<file path="src/rtl/fifo_pkg.sv">
// fifo_pkg: shared constants and helpers for sync_fifo_param.
//   FIFO_DATA_W / FIFO_DEPTH : default word width and entry count
//   ptr_width()              : pointer width for a depth (address bits + wrap bit)
//   fifo_ptr_t               : pointer layout (wrap bit + address) at the default depth
package fifo_pkg;

  localparam int FIFO_DATA_W = 8;
  localparam int FIFO_DEPTH  = 16;
  localparam int FIFO_ADDR_W = $clog2(FIFO_DEPTH);

  function automatic int ptr_width(input int depth);
    return $clog2(depth) + 1;
  endfunction

  typedef struct packed {
    logic                   wrap;
    logic [FIFO_ADDR_W-1:0] addr;
  } fifo_ptr_t;

endpackage

</file>
<file path="src/rtl/sync_fifo_param_if.sv">
// sync_fifo_param_if: producer/consumer bundle for sync_fifo_param.
//   master : drives wr_en, data_in, rd_en, err_clr; observes data and status
//   slave  : the FIFO side of the same signals
interface sync_fifo_param_if
  import fifo_pkg::*;
#(
  parameter int DATA_W = FIFO_DATA_W,
  parameter int DEPTH  = FIFO_DEPTH
);

  localparam int CNT_W = ptr_width(DEPTH);

  logic              wr_en;
  logic [DATA_W-1:0] data_in;
  logic              rd_en;
  logic              err_clr;
  logic [DATA_W-1:0] data_out;
  logic              data_valid;
  logic              full;
  logic              empty;
  logic              almost_full;
  logic              almost_empty;
  logic [CNT_W-1:0]  count;
  logic              overflow;
  logic              underflow;

  modport master (
    output wr_en, data_in, rd_en, err_clr,
    input  data_out, data_valid, full, empty, almost_full, almost_empty,
           count, overflow, underflow
  );

  modport slave (
    input  wr_en, data_in, rd_en, err_clr,
    output data_out, data_valid, full, empty, almost_full, almost_empty,
           count, overflow, underflow
  );

endinterface

</file>
<file path="src/rtl/fifo_ram.sv">
// fifo_ram: DEPTH x DATA_W simple dual-port storage.
//   clk         : write clock
//   we/waddr/wdata : synchronous write port
//   raddr/rdata    : asynchronous read port
// Contents are deliberately not reset.
module fifo_ram #(
  parameter int DATA_W = 8,
  parameter int DEPTH  = 16,
  parameter int ADDR_W = $clog2(DEPTH)
) (
  input  logic              clk,
  input  logic              we,
  input  logic [ADDR_W-1:0] waddr,
  input  logic [DATA_W-1:0] wdata,
  input  logic [ADDR_W-1:0] raddr,
  output logic [DATA_W-1:0] rdata
);

  logic [DATA_W-1:0] mem [DEPTH];

  always_ff @(posedge clk) begin
    if (we) mem[waddr] <= wdata;
  end

  assign rdata = mem[raddr];

endmodule

</file>
<file path="src/rtl/sync_fifo_param.sv">
// sync_fifo_param: single-clock parametrised FIFO with fill level,
// almost-full/almost-empty thresholds and sticky overflow/underflow flags.
//   clk   : single clock, rising edge
//   rst_n : asynchronous active-low reset
//   bus   : sync_fifo_param_if.slave (write/read handshake, data, status)
// Build option: define FIFO_FWFT_EN for first-word-fall-through output;
// otherwise data_out is a registered read with 1-cycle latency.
module sync_fifo_param
  import fifo_pkg::*;
#(
  parameter int DATA_W   = FIFO_DATA_W,
  parameter int DEPTH    = FIFO_DEPTH,
  parameter int AF_LEVEL = DEPTH - 2,
  parameter int AE_LEVEL = 2
) (
  input  logic clk,
  input  logic rst_n,
  sync_fifo_param_if.slave bus
);

  localparam int ADDR_W = $clog2(DEPTH);
  localparam int PTR_W  = ptr_width(DEPTH);

  localparam logic [PTR_W-1:0] DEPTH_C = PTR_W'(DEPTH);
  localparam logic [PTR_W-1:0] AF_C    = PTR_W'(AF_LEVEL);
  localparam logic [PTR_W-1:0] AE_C    = PTR_W'(AE_LEVEL);
  localparam logic [PTR_W-1:0] ONE_C   = PTR_W'(1);

  // MSB of each pointer is the wrap bit; low bits address storage.
  logic [PTR_W-1:0]  wr_ptr, rd_ptr;
  logic [PTR_W-1:0]  count_i;
  logic              full_i, empty_i;
  logic              wr_acc, rd_acc;
  logic              overflow_q, underflow_q;
  logic [DATA_W-1:0] ram_rdata;

  // Modulo subtraction gives occupancy across the wrap.
  assign count_i = wr_ptr - rd_ptr;
  assign full_i  = (count_i == DEPTH_C);
  assign empty_i = (count_i == '0);

  // Acceptance uses the start-of-cycle flags, so a read on a full FIFO
  // never makes room for a same-cycle write (and vice versa when empty).
  assign wr_acc = bus.wr_en && !full_i;
  assign rd_acc = bus.rd_en && !empty_i;

  always_ff @(posedge clk or negedge rst_n) begin
    if (!rst_n) begin
      wr_ptr <= '0;
      rd_ptr <= '0;
    end else begin
      if (wr_acc) wr_ptr <= wr_ptr + ONE_C;
      if (rd_acc) rd_ptr <= rd_ptr + ONE_C;
    end
  end

  // A new error outranks err_clr in the same cycle.
  always_ff @(posedge clk or negedge rst_n) begin
    if (!rst_n) begin
      overflow_q  <= 1'b0;
      underflow_q <= 1'b0;
    end else begin
      if (bus.wr_en && full_i)       overflow_q <= 1'b1;
      else if (bus.err_clr)          overflow_q <= 1'b0;
      if (bus.rd_en && empty_i)      underflow_q <= 1'b1;
      else if (bus.err_clr)          underflow_q <= 1'b0;
    end
  end

  fifo_ram #(
    .DATA_W (DATA_W),
    .DEPTH  (DEPTH),
    .ADDR_W (ADDR_W)
  ) u_ram (
    .clk   (clk),
    .we    (wr_acc),
    .waddr (wr_ptr[ADDR_W-1:0]),
    .wdata (bus.data_in),
    .raddr (rd_ptr[ADDR_W-1:0]),
    .rdata (ram_rdata)
  );

`ifdef FIFO_FWFT_EN
  // Head entry falls through; masked while empty so reset shows zero
  // instead of stale storage.
  assign bus.data_out   = empty_i ? '0 : ram_rdata;
  assign bus.data_valid = !empty_i;
`else
  logic [DATA_W-1:0] data_out_q;
  logic              data_valid_q;

  always_ff @(posedge clk or negedge rst_n) begin
    if (!rst_n) begin
      data_out_q   <= '0;
      data_valid_q <= 1'b0;
    end else begin
      data_valid_q <= rd_acc;
      if (rd_acc) data_out_q <= ram_rdata;
    end
  end

  assign bus.data_out   = data_out_q;
  assign bus.data_valid = data_valid_q;
`endif

  assign bus.count        = count_i;
  assign bus.full         = full_i;
  assign bus.empty        = empty_i;
  assign bus.almost_full  = (count_i >= AF_C);
  assign bus.almost_empty = (count_i <= AE_C);
  assign bus.overflow     = overflow_q;
  assign bus.underflow    = underflow_q;

endmodule

</file>
<file path="src/flat_wrapper.sv">
// flat-port wrapper written by rule: the top's interface ports become plain ports
module sync_fifo_param_flat import fifo_pkg::*;
#(
  parameter int DATA_W   = FIFO_DATA_W,
  parameter int DEPTH    = FIFO_DEPTH,
  parameter int AF_LEVEL = DEPTH - 2,
  parameter int AE_LEVEL = 2
)
  (clk, rst_n, bus_wr_en, bus_data_in, bus_rd_en, bus_err_clr, bus_data_out, bus_data_valid, bus_full, bus_empty, bus_almost_full, bus_almost_empty, bus_count, bus_overflow, bus_underflow);
  sync_fifo_param_if #(.DATA_W(DATA_W), .DEPTH(DEPTH)) bus_i ();
  input  logic clk;
  input  logic rst_n;
  input wire logic [$bits(bus_i.wr_en)-1:0] bus_wr_en;
  input wire logic [$bits(bus_i.data_in)-1:0] bus_data_in;
  input wire logic [$bits(bus_i.rd_en)-1:0] bus_rd_en;
  input wire logic [$bits(bus_i.err_clr)-1:0] bus_err_clr;
  output wire logic [$bits(bus_i.data_out)-1:0] bus_data_out;
  output wire logic [$bits(bus_i.data_valid)-1:0] bus_data_valid;
  output wire logic [$bits(bus_i.full)-1:0] bus_full;
  output wire logic [$bits(bus_i.empty)-1:0] bus_empty;
  output wire logic [$bits(bus_i.almost_full)-1:0] bus_almost_full;
  output wire logic [$bits(bus_i.almost_empty)-1:0] bus_almost_empty;
  output wire logic [$bits(bus_i.count)-1:0] bus_count;
  output wire logic [$bits(bus_i.overflow)-1:0] bus_overflow;
  output wire logic [$bits(bus_i.underflow)-1:0] bus_underflow;
  assign bus_i.wr_en = bus_wr_en;
  assign bus_i.data_in = bus_data_in;
  assign bus_i.rd_en = bus_rd_en;
  assign bus_i.err_clr = bus_err_clr;
  assign bus_data_out = bus_i.data_out;
  assign bus_data_valid = bus_i.data_valid;
  assign bus_full = bus_i.full;
  assign bus_empty = bus_i.empty;
  assign bus_almost_full = bus_i.almost_full;
  assign bus_almost_empty = bus_i.almost_empty;
  assign bus_count = bus_i.count;
  assign bus_overflow = bus_i.overflow;
  assign bus_underflow = bus_i.underflow;
  sync_fifo_param #(.DATA_W(DATA_W), .DEPTH(DEPTH), .AF_LEVEL(AF_LEVEL), .AE_LEVEL(AE_LEVEL)) u_core (.clk(clk), .rst_n(rst_n), .bus(bus_i));
endmodule
</file>
<file path="config.mk">
export PLATFORM = sky130hd
export DESIGN_NAME = sync_fifo_param_flat
export DESIGN_NICKNAME = d
export VERILOG_FILES = /design/src/rtl/fifo_pkg.sv /design/src/rtl/sync_fifo_param_if.sv /design/src/rtl/fifo_ram.sv /design/src/rtl/sync_fifo_param.sv /design/src/flat_wrapper.sv
export SDC_FILE = /design/constraint.sdc
export NUM_CORES = 1
export LEC_CHECK = 0
export BUFFER_PORTS_ARGS = -buffer_cell sky130_fd_sc_hd__buf_4
export CAP_MARGIN = 15
export CORE_MARGIN = 2
export CORE_UTILIZATION = 34
export CTS_CLUSTER_DIAMETER = 30
export CTS_CLUSTER_SIZE = 12
export DETAILED_ROUTE_END_ITERATION = 12
export HOLD_SLACK_MARGIN = 0.02
export MAX_ROUTING_LAYER = met4
export SLEW_MARGIN = 20
export SYNTH_ARGS = -nofsm -noshare
export SYNTH_HDL_FRONTEND = slang
export SYNTH_SLANG_ARGS = --single-unit
</file>
<file path="constraint.sdc">
create_clock -name clk -period 4.4 [get_ports clk]
set_clock_uncertainty 0.2 [all_clocks]
set_input_delay 0 -clock clk [delete_from_list [all_inputs] [get_ports clk]]
set_output_delay 0 -clock clk [all_outputs]
set_load 0.01 [all_outputs]
</file>
==> qor.yml <==
synth_top_family_by_area: "multiplexers"
hp-class: "in2async"
vdd_ir_drop_max_v: 0.000732
ff2ff_path_depth: 9
r2r-end: "u_core.u_ram.mem[10][6]"
seq_power_share_pct: 36.3
vias: 3107
final.setup.tns_ns: 0
synth_fa_ha_area_share_pct: 2.20
grt_max_degree: 36
finalMaxSlewViolations: 0
max_clock_freq_mhz: 289
ioPinCount: 33
synthFlopType: "edfxtp_1"
r2r-start: "u_core.wr_ptr[0]"
clock-root-buffer: "clkbuf_16"
htreeDepth: 4
yosysTopAreaCellShare_pct: 63.6
clkTransAtPathRegs_ns: 0.06
cts_inserted_buffers: 17
start_util_pct: 34.8
fp-row-count: 48
swShare_pct: 33.1
worst_pin_slew_ns: 0.940
ys_top_cells_by_count: "edfxtp_1 (128), mux4_2 (32), dfrtp_1 (21)"
grt_pass1_vias: 3138
num_antenna_cells: 0
place_hpwl_um: 8540
via_per_inst: 5.14
setup_slack_ns: 0.939
synth_xor_area_share_pct: 1.72
synth_top_area_cell: "edfxtp_1"
synth_edf_count: 128
core_region_area_um2: 17400
numClockSinks: 149
slew_headroom_pct: 36.8
required_ns: 4.28
power_leakage_nw: 2.58
drive_above_1_share_pct: 30.5
combPwrFrac_pct: 36.3
clk-insertion-delay-late_ns: 0.42
grt_usage_pct: 15.5
ys_seq_elements: 149
yosysWarnings: 0
synthArstFlopShare_pct: 14.1
hold_slack_ns: -0.0255
drtIter0Drc: 312
violations: "negative hold slack"
synth.mux.area_fraction_pct: 13.9
endpoint: "u_core.u_ram.mem[10][6]"
status: "finished with violations"
io_buffer_count: 32
period_share_pct: 78.7
syn-num-nets: 332
synth_cell_types: 37
cts_tree: "done"
power.density_nw_per_um2: 721
areaGrowthSynthToFinish_pct: 20.1
syn_area_um2: 6040
final_nets: 390
drc: 0
die_h_um: 137
drv_cap: 0
yosysMostFrequentCell: "edfxtp_1"
antenna_found_initial: 0
grt_first_pass_wirelength_um: 19600
cts-resized-gates: 0
setup.worst_path.start_class: "register"
netlist_top_cells_area: "edfxtp_1 (64%), mux4_2 (12%), dfrtp_1 (8.7%), a22oi_1 (2.0%), ha_1 (1.9%)"
rsz0062_at_grt: "false"
post-place-ws_ns: 0.956
synth_compound_area_share_pct: 3.63
switching_power_w: 0.00173
cts.path.max_buffers: 2
seq_area_frac_synth_pct: 72.3
drtPass1Iterations: 5
netlist_instances: 309
setup_viol: 0
die-width_um: 137
grt-ovfl-total: 0
die_area_um2: 18800
clkPwrFrac_pct: 27.5
n_fill_cell: 1496
ff2ff_setup_slack_ns: 0.94
setup.worst_path.start: "u_core.wr_ptr[0]"
power.internal_w: 0.00350
min_period_ns: 3.46
synth-simple-area-share_pct: 4.58
routedWlPerCell_um: 21.7
criticalPathCategory: "reg2reg"
postRouteAntennaNets: 0
arrival_ns: 3.34
hold_viol_final: 21
syn_avg_cell_area_um2: 19.5
end_kind: "register"
crit_fanout: 14
wl_um: 13100
gp_congestion: 0.802
stage by stage:
stage	total power (W)	hold WS [ns]	cell area, µm²	utilization (%)	cells
floorplan	0.00315	-0.496	6040	-	309
global placement	0.00377	-0.291	6530	37.6	559
detailed placement	0.00381	-0.283	6530	37.6	559
CTS	0.00527	0.229	7260	41.8	605
global route	0.00550	0.0491	7250	41.8	605
finish	0.00523	-0.0255	7250	41.8	605
area by class of cell:
cell class / count / area [µm²] / share of cell area [%]
Sequential cell: 149 / 4370 / 60.2
Timing Repair Buffer: 49 / 398 / 5.48
Clock inverter: 15 / 166 / 2.29
Multi-Input combinational cell: 140 / 1580 / 21.7
Inverter: 10 / 37.5 / 0.517
Tap cell: 225 / 282 / 3.88
Clock buffer: 17 / 425 / 5.86
logic make-up after synthesis:
| family | Yosys count |
|---|---|
| adders and majority gates | 10 |
| xor gates and xnor gates | 11 |
| AOI/OAI and AO/OA | 26 |
| DFF | 149 |
| buffers and inverters | 20 |
| muxes | 42 |
| and+or+nand+nor | 51 |
per-layer routing:
layer / global-route usage, % / up-vias / routed length (µm)
li1: - / 1367 / -
met1: 19.6 / 1605 / 5620
met2: 22.8 / 115 / 6210
met3: 4.19 / 20 / 867
met4: 8.48 / 0 / 437
met5: - / - / 0
state kept, by name, indices dropped and copies added (netlist names):
| name | flops |
|---|---|
| u_core.u_ram.mem | 128 |
| u_core.bus.data_out | 8 |
| u_core.rd_ptr | 5 |
| u_core.wr_ptr | 5 |
| u_core.bus.data_valid | 1 |
| u_core.bus.overflow | 1 |
| u_core.bus.underflow | 1 |
power by group through the flow:
stage                     Sequential [W]  Combinational, W  Clock, W
final                            0.00190           0.00190   0.00144
after global routing             0.00192           0.00206   0.00152
after CTS                        0.00189           0.00191   0.00146
after detailed placement         0.00192           0.00189         0
after global placement           0.00191           0.00185         0
after floorplan                  0.00190           0.00125         0
cells in the final DEF (no fill, tap or decap), types with 2 or more instances in the layout:
master         instances
a22o_1                 2
edfxtp_1             128
a21oi_1                3
inv_1                 10
mux2_2                 8
inv_6                  6
and2_1                 3
buf_4                 35
nand3_1                4
bufinv_16              2
nand2_1               11
a22oi_1               16
clkinvlp_4             3
nor2b_1                2
nor2_1                 8
clkbuf_16             17
nand3b_1               2
dfrtp_1               20
xnor2_1                5
nor3b_1                2
dlygate4sd3_1         13
mux4_2                32
clkinv_4               3
ha_1                   9
and3_1                15
xor2_1                 5
worst min-delay path by stage:
stage                     slack [ns]  cells after the start                      to
after detailed placement       -0.28                      1     u_core.bus.overflow
after CTS                       0.23                      4        u_core.rd_ptr[3]
after global routing            0.05                      3     u_core.bus.overflow
after global placement         -0.29                      1     u_core.bus.overflow
final                          -0.03                      3     u_core.bus.overflow
after floorplan                -0.50                      0  u_core.bus.data_out[0]
critical path, stage by stage (launching register included):
cell	delay (ns)
dfrtp_1	0.42
inv_1	0.16
ha_1	0.18
inv_1	0.05
fa_1	0.42
xor2_2	0.23
nand4b_1	0.24
a211oi_4	0.13
nor2b_2	0.56
and3_1	0.52
repair_timing:
action	CTS	global route
hold endpoints to repair	167	0
hold buffers	14	0
setup buffers	0	0
Power figures use the tool's default switching activity.
